File: config.mk
export PLATFORM = sky130hd
export DESIGN_NAME = ahb_sram_ctrl
export DESIGN_NICKNAME = d
export VERILOG_FILES = /design/src/rtl/ahb_sram_ctrl.sv
export SDC_FILE = /design/constraint.sdc
export NUM_CORES = 1
export LEC_CHECK = 0
export BUFFER_PORTS_ARGS = -buffer_cell sky130_fd_sc_hd__buf_2
export CORE_ASPECT_RATIO = 0.6
export CORE_MARGIN = 4
export CORE_UTILIZATION = 36
export CTS_BUF_LIST = sky130_fd_sc_hd__clkbuf_16
export CTS_CLUSTER_DIAMETER = 100
export DETAILED_ROUTE_END_ITERATION = 7
export HOLD_SLACK_MARGIN = 0.15
export PLACE_DENSITY = 0.81
export REMOVE_ABC_BUFFERS = 1
export SLEW_MARGIN = 20
export SYNTH_ARGS = -nofsm -noshare
export SYNTH_HDL_FRONTEND = slang
export SYNTH_SLANG_ARGS = --single-unit
File: constraint.sdc
create_clock -name clk -period 2.15 [get_ports clk]
set_input_delay 0.43 -clock clk [delete_from_list [all_inputs] [get_ports clk]]
set_output_delay 0.43 -clock clk [all_outputs]
set_load 0.01 [all_outputs]
File: src/rtl/ahb_sram_ctrl.sv
// rtl/ahb_sram_ctrl.sv - AHB-lite slave front end for a 2^AW x 32 single-port SRAM
//
// Ports:
//   clk, rst             bus/SRAM clock, asynchronous active-high reset
//   HSEL, HADDR, HTRANS  AHB-lite address phase (select, byte address, type)
//   HWRITE, HSIZE        AHB-lite address phase (direction, size 0/1/2)
//   HWDATA               AHB-lite data-phase write data
//   HREADY               bus-level ready (end of the current data phase)
//   HREADYOUT, HRESP     slave ready and OKAY/ERROR response
//   HRDATA               read data, taken straight from the SRAM read port
//   sram_addr            SRAM word address (lookahead from HADDR when free)
//   sram_data, sram_wren SRAM write data and write enable
//   sram_q               SRAM registered read data (address of previous edge)
module ahb_sram_ctrl #(
    parameter int AW = 10
) (
    input  logic          clk,
    input  logic          rst,
    input  logic          HSEL,
    input  logic [31:0]   HADDR,
    input  logic [1:0]    HTRANS,
    input  logic          HWRITE,
    input  logic [2:0]    HSIZE,
    input  logic [31:0]   HWDATA,
    input  logic          HREADY,
    output logic          HREADYOUT,
    output logic          HRESP,
    output logic [31:0]   HRDATA,
    output logic [AW-1:0] sram_addr,
    output logic [31:0]   sram_data,
    output logic          sram_wren,
    input  logic [31:0]   sram_q
);

    typedef enum logic [2:0] {
        S_IDLE,
        S_RD,
        S_WR,
        S_ADDR_WAIT,
        S_ERR1,
        S_ERR2
    } state_t;

    state_t        state;
    logic [AW+1:0] addr_q;
    logic [2:0]    size_q;
    logic          write_q;
    logic          ready_q;
    logic          resp_q;
    logic          wren_q;

    logic accept;
    logic illegal;
    logic port_free;

    assign accept = HSEL & HREADY & HTRANS[1];

    always_comb begin
        illegal = 1'b0;
        if (HADDR[31:AW+2] != '0) begin
            illegal = 1'b1;
        end
        if (HSIZE > 3'd2) begin
            illegal = 1'b1;
        end
        if ((HSIZE == 3'd1) && HADDR[0]) begin
            illegal = 1'b1;
        end
        if ((HSIZE == 3'd2) && (HADDR[1:0] != 2'b00)) begin
            illegal = 1'b1;
        end
    end

    // The SRAM port is free for a lookahead read whenever it is neither
    // being written nor re-addressed for a stalled access.
    assign port_free = !wren_q && (state != S_ADDR_WAIT);

    assign sram_addr = port_free ? HADDR[AW+1:2] : addr_q[AW+1:2];
    assign sram_wren = wren_q;
    assign HREADYOUT = ready_q;
    assign HRESP     = resp_q;
    assign HRDATA    = sram_q;

    // Sub-word writes merge into the old word, which the SRAM presents on
    // sram_q during the write data phase (it was addressed one edge earlier).
    always_comb begin
        if (size_q == 3'd2) begin
            sram_data = HWDATA;
        end else begin
            sram_data = sram_q;
            if (size_q == 3'd0) begin
                case (addr_q[1:0])
                    2'd0: sram_data[7:0]   = HWDATA[7:0];
                    2'd1: sram_data[15:8]  = HWDATA[15:8];
                    2'd2: sram_data[23:16] = HWDATA[23:16];
                    default: sram_data[31:24] = HWDATA[31:24];
                endcase
            end else if (addr_q[1]) begin
                sram_data[31:16] = HWDATA[31:16];
            end else begin
                sram_data[15:0] = HWDATA[15:0];
            end
        end
    end

    always_ff @(posedge clk or posedge rst) begin
        if (rst) begin
            state   <= S_IDLE;
            addr_q  <= '0;
            size_q  <= '0;
            write_q <= 1'b0;
            ready_q <= 1'b1;
            resp_q  <= 1'b0;
            wren_q  <= 1'b0;
        end else begin
            ready_q <= 1'b1;
            resp_q  <= 1'b0;
            wren_q  <= 1'b0;
            case (state)
                S_ADDR_WAIT: begin
                    // The stalled access now has its word on sram_q.
                    state  <= write_q ? S_WR : S_RD;
                    wren_q <= write_q;
                end
                S_ERR1: begin
                    state  <= S_ERR2;
                    resp_q <= 1'b1;
                end
                S_IDLE, S_RD, S_WR, S_ERR2: begin
                    if (accept) begin
                        addr_q  <= HADDR[AW+1:0];
                        size_q  <= HSIZE;
                        write_q <= HWRITE;
                    end
                    if (!accept) begin
                        state <= S_IDLE;
                    end else if (illegal) begin
                        state   <= S_ERR1;
                        ready_q <= 1'b0;
                        resp_q  <= 1'b1;
                    end else if (HWRITE && (HSIZE == 3'd2)) begin
                        // Full-word writes never need the old word.
                        state  <= S_WR;
                        wren_q <= 1'b1;
                    end else if (port_free) begin
                        state  <= HWRITE ? S_WR : S_RD;
                        wren_q <= HWRITE;
                    end else begin
                        // A write owns the port this cycle, so the lookahead
                        // read did not happen; re-address in ADDR_WAIT.
                        state   <= S_ADDR_WAIT;
                        ready_q <= 1'b0;
                    end
                end
                default: begin
                    state <= S_IDLE;
                end
            endcase
        end
    end

endmodule
==> impl_metrics.ini, run 1 <==
[synth]
synth_seq_cells = 22
yosysUniqueCellTypes = 34
synth_area_sq_um = 1820
synthArstFlopShare_pct = 100
yosysWarnings = 0
ys.flop_type = dfrtp_1
netlist_instances = 162
yosysSeqAreaShare_pct = 30.2
synth_edf_count = 0
synth.avg_cell_area_sq_um = 11.3

[grt]
antenna_found_initial = 0
grt_usage_pct = 17.2
grt_pass1_wl_um = 8890
grt_pass1_vias = 1863
grt_max_degree = 24
gr-total-overflow = 0

[finish]
final_common_cell = buf_2
fin_nets = 427
antennaDiodeCount = 0
final_cell_mix = buf_2 (156), buf_6 (26), mux2_4 (25), dfrtp_1 (20), mux2_1 (16)
drive_gt1_share_pct = 78.8
fillCellCount = 416
final_cell_count_no_fill = 383
syn_to_final_growth_pct = 63.1

[setup_path]
r2r_start = state[1]$_DFF_PP0_
r2r_end = state[0]$_DFF_PP0_
critPathArrivalTime_ns = 1.71
critPathRequiredTime_ns = 1.72
cp-start-kind = flip-flop
worst-path-max-fanout = 8
rr_worst_depth = 6
r2r_setup_slack_ns = 0.56
end_kind = output pin
critical_path_class = reg -> out

[detailed_routing]
routed_via_density = 4.76
drc_errors = 0
routed_wl_um = 6240
post_drt_wl_per_cell_um = 16.3
drt_iter0_drc = 50
dr.pass1.iters = 4
route.vias.total = 1823
antenna_left = 0

[sta]
finalCriticalPeriod_ns = 2.14
fin_crit_sh_pct = 99.5
setup_viol = 0
relSlewSlack_pct = 69.2
maxSlewViolCount = 0
fin_skew_ns = 0.00191
rsz0062_at_grt = yes
tightestPinTransition_ns = 0.461
finalHoldViolCount = 0
max_freq_ghz = 0.468

[pwr]
p_leak_nw = 1.61
power_density_nw_per_um2 = 1010
ir_worst_vdd_mv = 0.486
total_power_mw = 3.00

[die]
placementRows = 19
core_sq_um = 4730
die_area_sq_um = 6310
start_util_pct = 38.6
die_y_um = 63.1
io_pins = 183
fp.dieW_um = 99.9

[clock_tree]
numClockSinks = 22
root_buffer = clkbuf_16
clk_pin_slew_worst_paths_ns = 0.05
cts_buffers = 3
cts_tree = yes
cts_max_level = 1
hold_buffers = 0
clock_path_buffers = 2
clock_latency_ns = 0.25

[run]
drv_cap = 0

[worst_hold_path]
hold_path.class = in -> async

[placement]
routabilityCongestion = 0.780
place_hpwl_um = 4850
io_buffers = 181
dpl.cell_count = 373

[run_status]
status = completed
Yosys cell counts (all sizes together) (2+ instances only):
master / n / area share (%)
o31ai: 5 / 2.9
dfrtp: 21 / 29
nor3: 2 / 0.55
nand3: 2 / 0.55
buf: 36 / 15
nor2b: 2 / 0.82
nand2b: 2 / 0.69
mux2: 56 / 36
nor2: 4 / 0.96
nand2: 6 / 1.2
nor4: 4 / 1.7
inv: 3 / 0.62
o21ai: 7 / 2.3
through the flow:
stage	cell area (sq um)	util (%)	worst slack (ns)	hold slack (ns)	TNS (ns)
after global routing	2980	62.9	-0.0901	0.249	-1.42
after detailed placement	2550	54.0	0.177	0.476	0
final	2980	62.9	0.0111	0.206	0
after floorplan	1550	-	0.151	0.418	0
after CTS	2680	56.7	-0.0196	0.209	-0.0991
after global placement	2550	54.0	0.191	0.464	0
layer usage:
layer,track usage (%),share of wire (%)
met1,21.6,40
met2,30.6,53
met3,3.42,6.4
met4,3.41,0.82
met5,0,0
state kept, by name, summed over array words and instances, names as in the netlist:
| name | cells |
|---|---|
| state | 3 |
| write_q | 1 |
| size_q | 3 |
| sram_wren | 1 |
| HREADYOUT | 1 |
| HRESP | 1 |
| addr_q | 12 |
logic make-up (layout without fill, tap and decap cells):
logic type | Yosys count | count (layout) | share of synthesized area [%]
and+or+nand+nor | 26 | 26 | 8.23
AOI/OAI and AO/OA | 19 | 19 | 9.47
buffers and inverters | 39 | 197 | 15.8
muxes | 56 | 56 | 36.2
DFF | 22 | 22 | 30.2
power by group:
group	leakage [nW]	switching, mW	internal [mW]
combinational	1.31	0.800	1.09
clock	0.0385	0.135	0.248
sequential	0.265	0.140	0.587
area by class of cell:
cell class | count | area [sq um] | share of cell area [%]
clock buffers | 3 | 75.1 | 2.52
clock inverters | 1 | 3.75 | 0.126
inverters | 3 | 11.3 | 0.378
multi-input cells | 101 | 1100 | 37.0
flip-flops and latches | 22 | 553 | 18.6
well taps | 63 | 78.8 | 2.65
repair buffers | 190 | 1150 | 38.8
worst max-delay path: stages (launching register included):
cell and delay (ns):
dfrtp_1 0.42, nor3_2 0.39, o21ai_4 0.16, mux2_1 0.34
buf_2 0.15
how the worst max path moves through the flow:
stage	endpoint	cells past startpoint	from	slack [ns]
CTS	sram_data[16]	6	size_q[2]$_DFFE_PP0P_	-0.02
floorplan	sram_addr[0]	3	state[0]$_DFF_PP0_	0.15
finish	sram_data[11]	4	size_q[0]$_DFFE_PP0P_	0.01
detailed placement	sram_data[6]	5	size_q[0]$_DFFE_PP0P_	0.18
global placement	sram_data[1]	5	size_q[0]$_DFFE_PP0P_	0.19
global route	sram_data[11]	4	size_q[0]$_DFFE_PP0P_	-0.09
timing repair:
action	in CTS	in global routing
endpoints found under the setup margin	26	42
setup buffers	2	3
gates resized for setup	6	55
hold endpoints to repair	0	0
pin swaps	2	4
cloned	0	1
Power figures use the tool's default switching activity.
==> inputs of run 2 (changes only) <==
GPL_TIMING_DRIVEN = 0   (was not set)
REMOVE_ABC_BUFFERS = not set   (was 1)
==> run 2 against run 1 <==
  * First-iteration DRC count decreased by 26%
  * Combinational power decreased by 8%
  * Final cell count up 8.6%
  * Hold slack improved by 0.13 ns
  * Clock skew hardly changed
  * Global-route usage grew 0.54 points
  * Sequential cell count stayed put
  * Sequential share of layout area shrank 0.47 points
  * Critical endpoint is now sram_data[2]
  * Largest cell class unchanged
==> impl_metrics.ini, run 2 (synthesis gave the netlist of run 1 again) <==
[setup_path]
cp_slowest_stage_delay_ns = 0.42
critical_path_class = reg -> out
slowest_stage = dfrtp_1
critPathRequiredTime_ns = 1.72
cp_cell_sequence = nor2_4 > nand2_2 > a22o_1 > buf_6 > mux2_4 > buf_6
crit_path_frequent_cell = buf_6
cp-start-kind = flip-flop
worst-path-max-fanout = 8
cp_num_buf_inv = 2
rr_worst_depth = 4
worst-path-stages = 6
critPathArrivalTime_ns = 1.72
end_kind = output pin
crit_family = flip-flops

[detailed_routing]
routed_via_density = 4.56
drc_errors = 0
post_drt_wl_per_cell_um = 14.6
drt_iter0_drc = 37
dr.pass1.iters = 4
route.vias.total = 1896
routed_wl_um = 6090
antenna_left = 0

[synth]
synth_fp_nets = 268

[pwr]
ir_worst_vdd_mv = 0.452
power_density_nw_per_um2 = 931
p_leak_nw = 1.64

[finish]
fin_nets = 460
antennaDiodeCount = 0
drive_gt1_share_pct = 80.2
syn_to_final_growth_pct = 66.9
final_common_cell = buf_2
regMostFlops = addr_q
fillCellCount = 419
reg_top3 = addr_q: 12 flops, size_q: 3 flops, state: 3 flops
largest_register_ffs = 12
final_cell_mix = buf_2 (173), buf_4 (36), mux2_2 (32), dfrtp_1 (21), mux2_1 (16)
fin_util_pct = 64.4
final_area_sq_um = 3050

[grt]
gr-total-overflow = 0
grt_usage_pct = 17.8
antenna_found_initial = 0
grt_pass1_vias = 1817
grt_pass1_wl_um = 9060
grt_max_degree = 23

[sta]
relSlewSlack_pct = 45.2
rsz0062_at_grt = yes
maxSlewViolCount = 0
setup_viol = 0
max_freq_ghz = 0.465
tightestPinTransition_ns = 0.821
finalHoldViolCount = 0
finalCriticalPeriod_ns = 2.15
fin_skew_ns = 0.00148
fin_crit_sh_pct = 100

[die]
io_pins = 183
core_sq_um = 4730
die_area_sq_um = 6310
placementRows = 19
die_y_um = 63.1
start_util_pct = 38.6
fp.dieW_um = 99.9

[clock_tree]
numClockSinks = 22
clock_latency_ns = 0.25
cts_tree = yes
root_buffer = clkbuf_16
cts_max_level = 1
hold_buffers = 0
clock_path_buffers = 2
clk_pin_slew_worst_paths_ns = 0.06
cts_buffers = 3

[run_status]
status = completed

[run]
drv_cap = 0

[placement]
place_hpwl_um = 5180
postPlaceCellArea_sq_um = 2810
io_buffers = 181
routabilityCongestion = 0.911

[worst_hold_path]
hold_path.class = in -> async
-- run 2: worst paths after layout --
path | from | to | slack [ns]
min in group clk | HADDR[3] | addr_q[3]$_DFFE_PP0P_ | 0.40
worst max register to register | state[2]$_DFF_PP0_ | addr_q[4]$_DFFE_PP0P_ | 0.54
worst min-delay path | rst | addr_q[3]$_DFFE_PP0P_ | 0.33
worst min register to register | addr_q[8]$_DFFE_PP0P_ | addr_q[8]$_DFFE_PP0P_ | 0.48
max in group asynchronous | rst | HRESP$_DFF_PP0_ | 1.31
worst max-delay path | size_q[2]$_DFFE_PP0P_ | sram_data[2] | 0.0003
-- run 2: power breakdown --
part | internal, mW | switching (mW)
combinational | 0.994 | 0.749
sequential | 0.584 | 0.119
clock | 0.248 | 0.142
total | 1.83 | 1.01
-- run 2: routing by layer --
layer	routed length, um	vias to the layer above	track usage (%)
met4	82	0	1.70
met5	0	-	0
met1	2390	856	22.7
li1	-	936	-
met2	3000	96	30.5
met3	610	8	5.51
-- run 2: area by class of cell --
cell class / instances / area (sq um) / area share [%]
plain buffers: 36 / 285 / 9.37
clock buffers: 3 / 75.1 / 2.47
clock inverters: 1 / 3.75 / 0.123
inverters: 3 / 11.3 / 0.370
multi-input cells: 101 / 1020 / 33.6
flip-flops and latches: 22 / 552 / 18.1
well taps: 63 / 78.8 / 2.59
repair buffers: 187 / 1020 / 33.4
-- run 2: metrics by stage --
stage	std cells	hold WS, ns	total power [mW]	setup WS, ns	TNS [ns]
floorplan	162	0.418	1.71	0.394	0
global placement	406	0.463	2.20	0.169	0
detailed placement	406	0.475	2.23	0.137	0
CTS	414	0.363	2.72	-0.00540	-0.00540
global route	416	0.405	3.01	-0.0523	-0.838
finish	416	0.332	2.84	0.000326	0
-- run 2: repair_timing --
item | 4_1_cts | 5_1_grt
pin swaps | 5 | 2
resized for setup | 8 | 13
setup buffers | 3 | 2
cloned | 1 | 0
setup endpoints to repair | 29 | 42
==> inputs of run 3 (changes only) <==
clock period = 2.4 ns   (was 2.15 ns; I/O delays follow)
==> run 3 against run 2 <==
  * Sequential power shrank 12%
  * Core utilization shrank 3.3 points
  * Hold slack gained 0.048 ns
  * Sequential share of layout area grew 0.97 points
  * Global-route usage shrank 0.44 points
  * Clock-buffer cell count is the same
  * Non-clock buffer count shrank 6
  * Wire length shrank 4.9%
  * Via count shrank 2.4%
  * Clock power shrank 11%
==> impl_metrics.ini, run 3 (synthesis gave the netlist of run 1 again) <==
[finish]
fillCellCount = 434
fin_util_pct = 61.1
fin_nets = 454
final_common_cell = buf_2
seqCellArea_sq_um = 552
reg_top3 = addr_q: 12 flops, size_q: 3 flops, state: 3 flops
drive_gt1_share_pct = 78.7
final_cell_count_no_fill = 410
largest_register_ffs = 12
antennaDiodeCount = 0
syn_to_final_growth_pct = 58.4
multi_input_area_sq_um = 986
final_cell_mix = buf_2 (181), buf_4 (34), mux2_2 (32), dfrtp_1 (21), mux2_1 (16)
regMostFlops = addr_q

[detailed_routing]
post_drt_wl_per_cell_um = 14.1
routed_wl_um = 5790
drc_errors = 0
antenna_left = 0
route.vias.total = 1851
dr.pass1.iters = 4
routed_via_density = 4.51
drt_iter0_drc = 46

[sta]
finalHoldViolCount = 0
setup_viol = 0
tightestPinTransition_ns = 0.819
fin_setup_tns_ns = 0
fin_skew_ns = 0.00376
max_freq_ghz = 0.442
rsz0062_at_grt = no
hold-worst-slack_ns = 0.381
fin_crit_sh_pct = 94.3
finalCriticalPeriod_ns = 2.26
maxSlewViolCount = 0
relSlewSlack_pct = 45.3

[run_status]
status = completed

[clock_tree]
cts_tree = yes
cts_buffers = 3
clock_latency_ns = 0.25
root_buffer = clkbuf_16
clock_path_buffers = 2
cts_max_level = 1
hold_buffers = 0
numClockSinks = 22
clk_pin_slew_worst_paths_ns = 0.06

[die]
die_area_sq_um = 6310
fp.dieW_um = 99.9
die_y_um = 63.1
start_util_pct = 38.6
placementRows = 19
io_pins = 183
core_sq_um = 4730

[setup_path]
end_kind = output pin
slowest_stage = dfrtp_1
critPathArrivalTime_ns = 1.78
r2r_start = state[2]$_DFF_PP0_
rr_worst_depth = 4
critical_path_class = reg -> out
cp-start-kind = flip-flop
critPathRequiredTime_ns = 1.92
r2r_end = size_q[1]$_DFFE_PP0P_
cp_slowest_stage_delay_ns = 0.42
cp_cell_sequence = and3b_1 > nor2_2 > buf_4 > mux2_2 > buf_2
r2r_setup_slack_ns = 0.80
worst-path-max-fanout = 10

[placement]
routabilityCongestion = 0.911
place_hpwl_um = 5180
dpl.cell_count = 406
io_buffers = 181

[grt]
grt_pass1_vias = 1767
grt_usage_pct = 17.3
grt_max_degree = 23
antenna_found_initial = 0
gr-total-overflow = 0
grt_pass1_wl_um = 8820

[worst_hold_path]
hold_path.class = in -> async

[pwr]
total_power_mw = 2.33
ir_worst_vdd_mv = 0.404
power_density_nw_per_um2 = 805
p_leak_nw = 1.58

[synth]
synth_fp_nets = 268

[run]
drv_cap = 0
-- run 3: cell count changes in the layout (fill, tap and decap cells not counted), sizes merged --
cell,previous run,this run
buf,223,217
-- run 3: through the flow --
| step | setup slack (ns) | cell area, sq um |
|---|---|---|
| final | 0.137 | 2890 |
| after global routing | 0.0244 | 2890 |
| after floorplan | 0.594 | 1820 |
| after detailed placement | 0.337 | 2810 |
| after global placement | 0.369 | 2810 |
| after CTS | 0.0569 | 2890 |
-- run 3: worst max path at each step --
| stage | start | slack [ns] | end |
|---|---|---|---|
| global placement | state[0]$_DFF_PP0_ | 0.37 | sram_addr[0] |
| global route | state[0]$_DFF_PP0_ | 0.02 | sram_addr[2] |
| CTS | state[0]$_DFF_PP0_ | 0.06 | sram_addr[2] |
| finish | state[0]$_DFF_PP0_ | 0.14 | sram_addr[2] |
| floorplan | state[0]$_DFF_PP0_ | 0.59 | sram_addr[0] |
| detailed placement | state[0]$_DFF_PP0_ | 0.34 | sram_addr[2] |
-- run 3: final cells by class --
| type | count | area share, % |
|---|---|---|
| plain buffers | 36 | 9.61 |
| clock buffers | 3 | 2.60 |
| inverters | 3 | 0.390 |
| clock inverters | 1 | 0.130 |
| well taps | 63 | 2.73 |
| repair buffers | 181 | 31.3 |
| flip-flops and latches | 22 | 19.1 |
| multi-input cells | 101 | 34.1 |
-- run 3: per-layer routing --
layer | GRT usage (%) | routed length [um]
met4 | 1.70 | 37
met1 | 22.2 | 2340
met5 | 0 | 0
met3 | 5.51 | 592
met2 | 29.6 | 2820
-- run 3: power breakdown --
part	leakage [nW]	switching [mW]	total (mW)	internal, mW
Combinational	1.27	0.617	1.36	0.747
Clock	0.0385	0.125	0.347	0.222
Sequential	0.266	0.0925	0.616	0.523
Total	1.58	0.835	2.33	1.49
-- run 3: worst max-delay path: cells and delay by family, from the launching register on --
family / cells / cell delay [ns]
buffers and inverters: 2 / 0.34
DFF: 1 / 0.42
muxes: 1 / 0.35
and+or+nand+nor: 2 / 0.41
-- run 3: repair_timing --
| action | CTS | global route |
|---|---|---|
| resized for setup | 0 | 1 |
| buffers inserted | 0 | 0 |
| endpoints found under the setup margin | 0 | 9 |
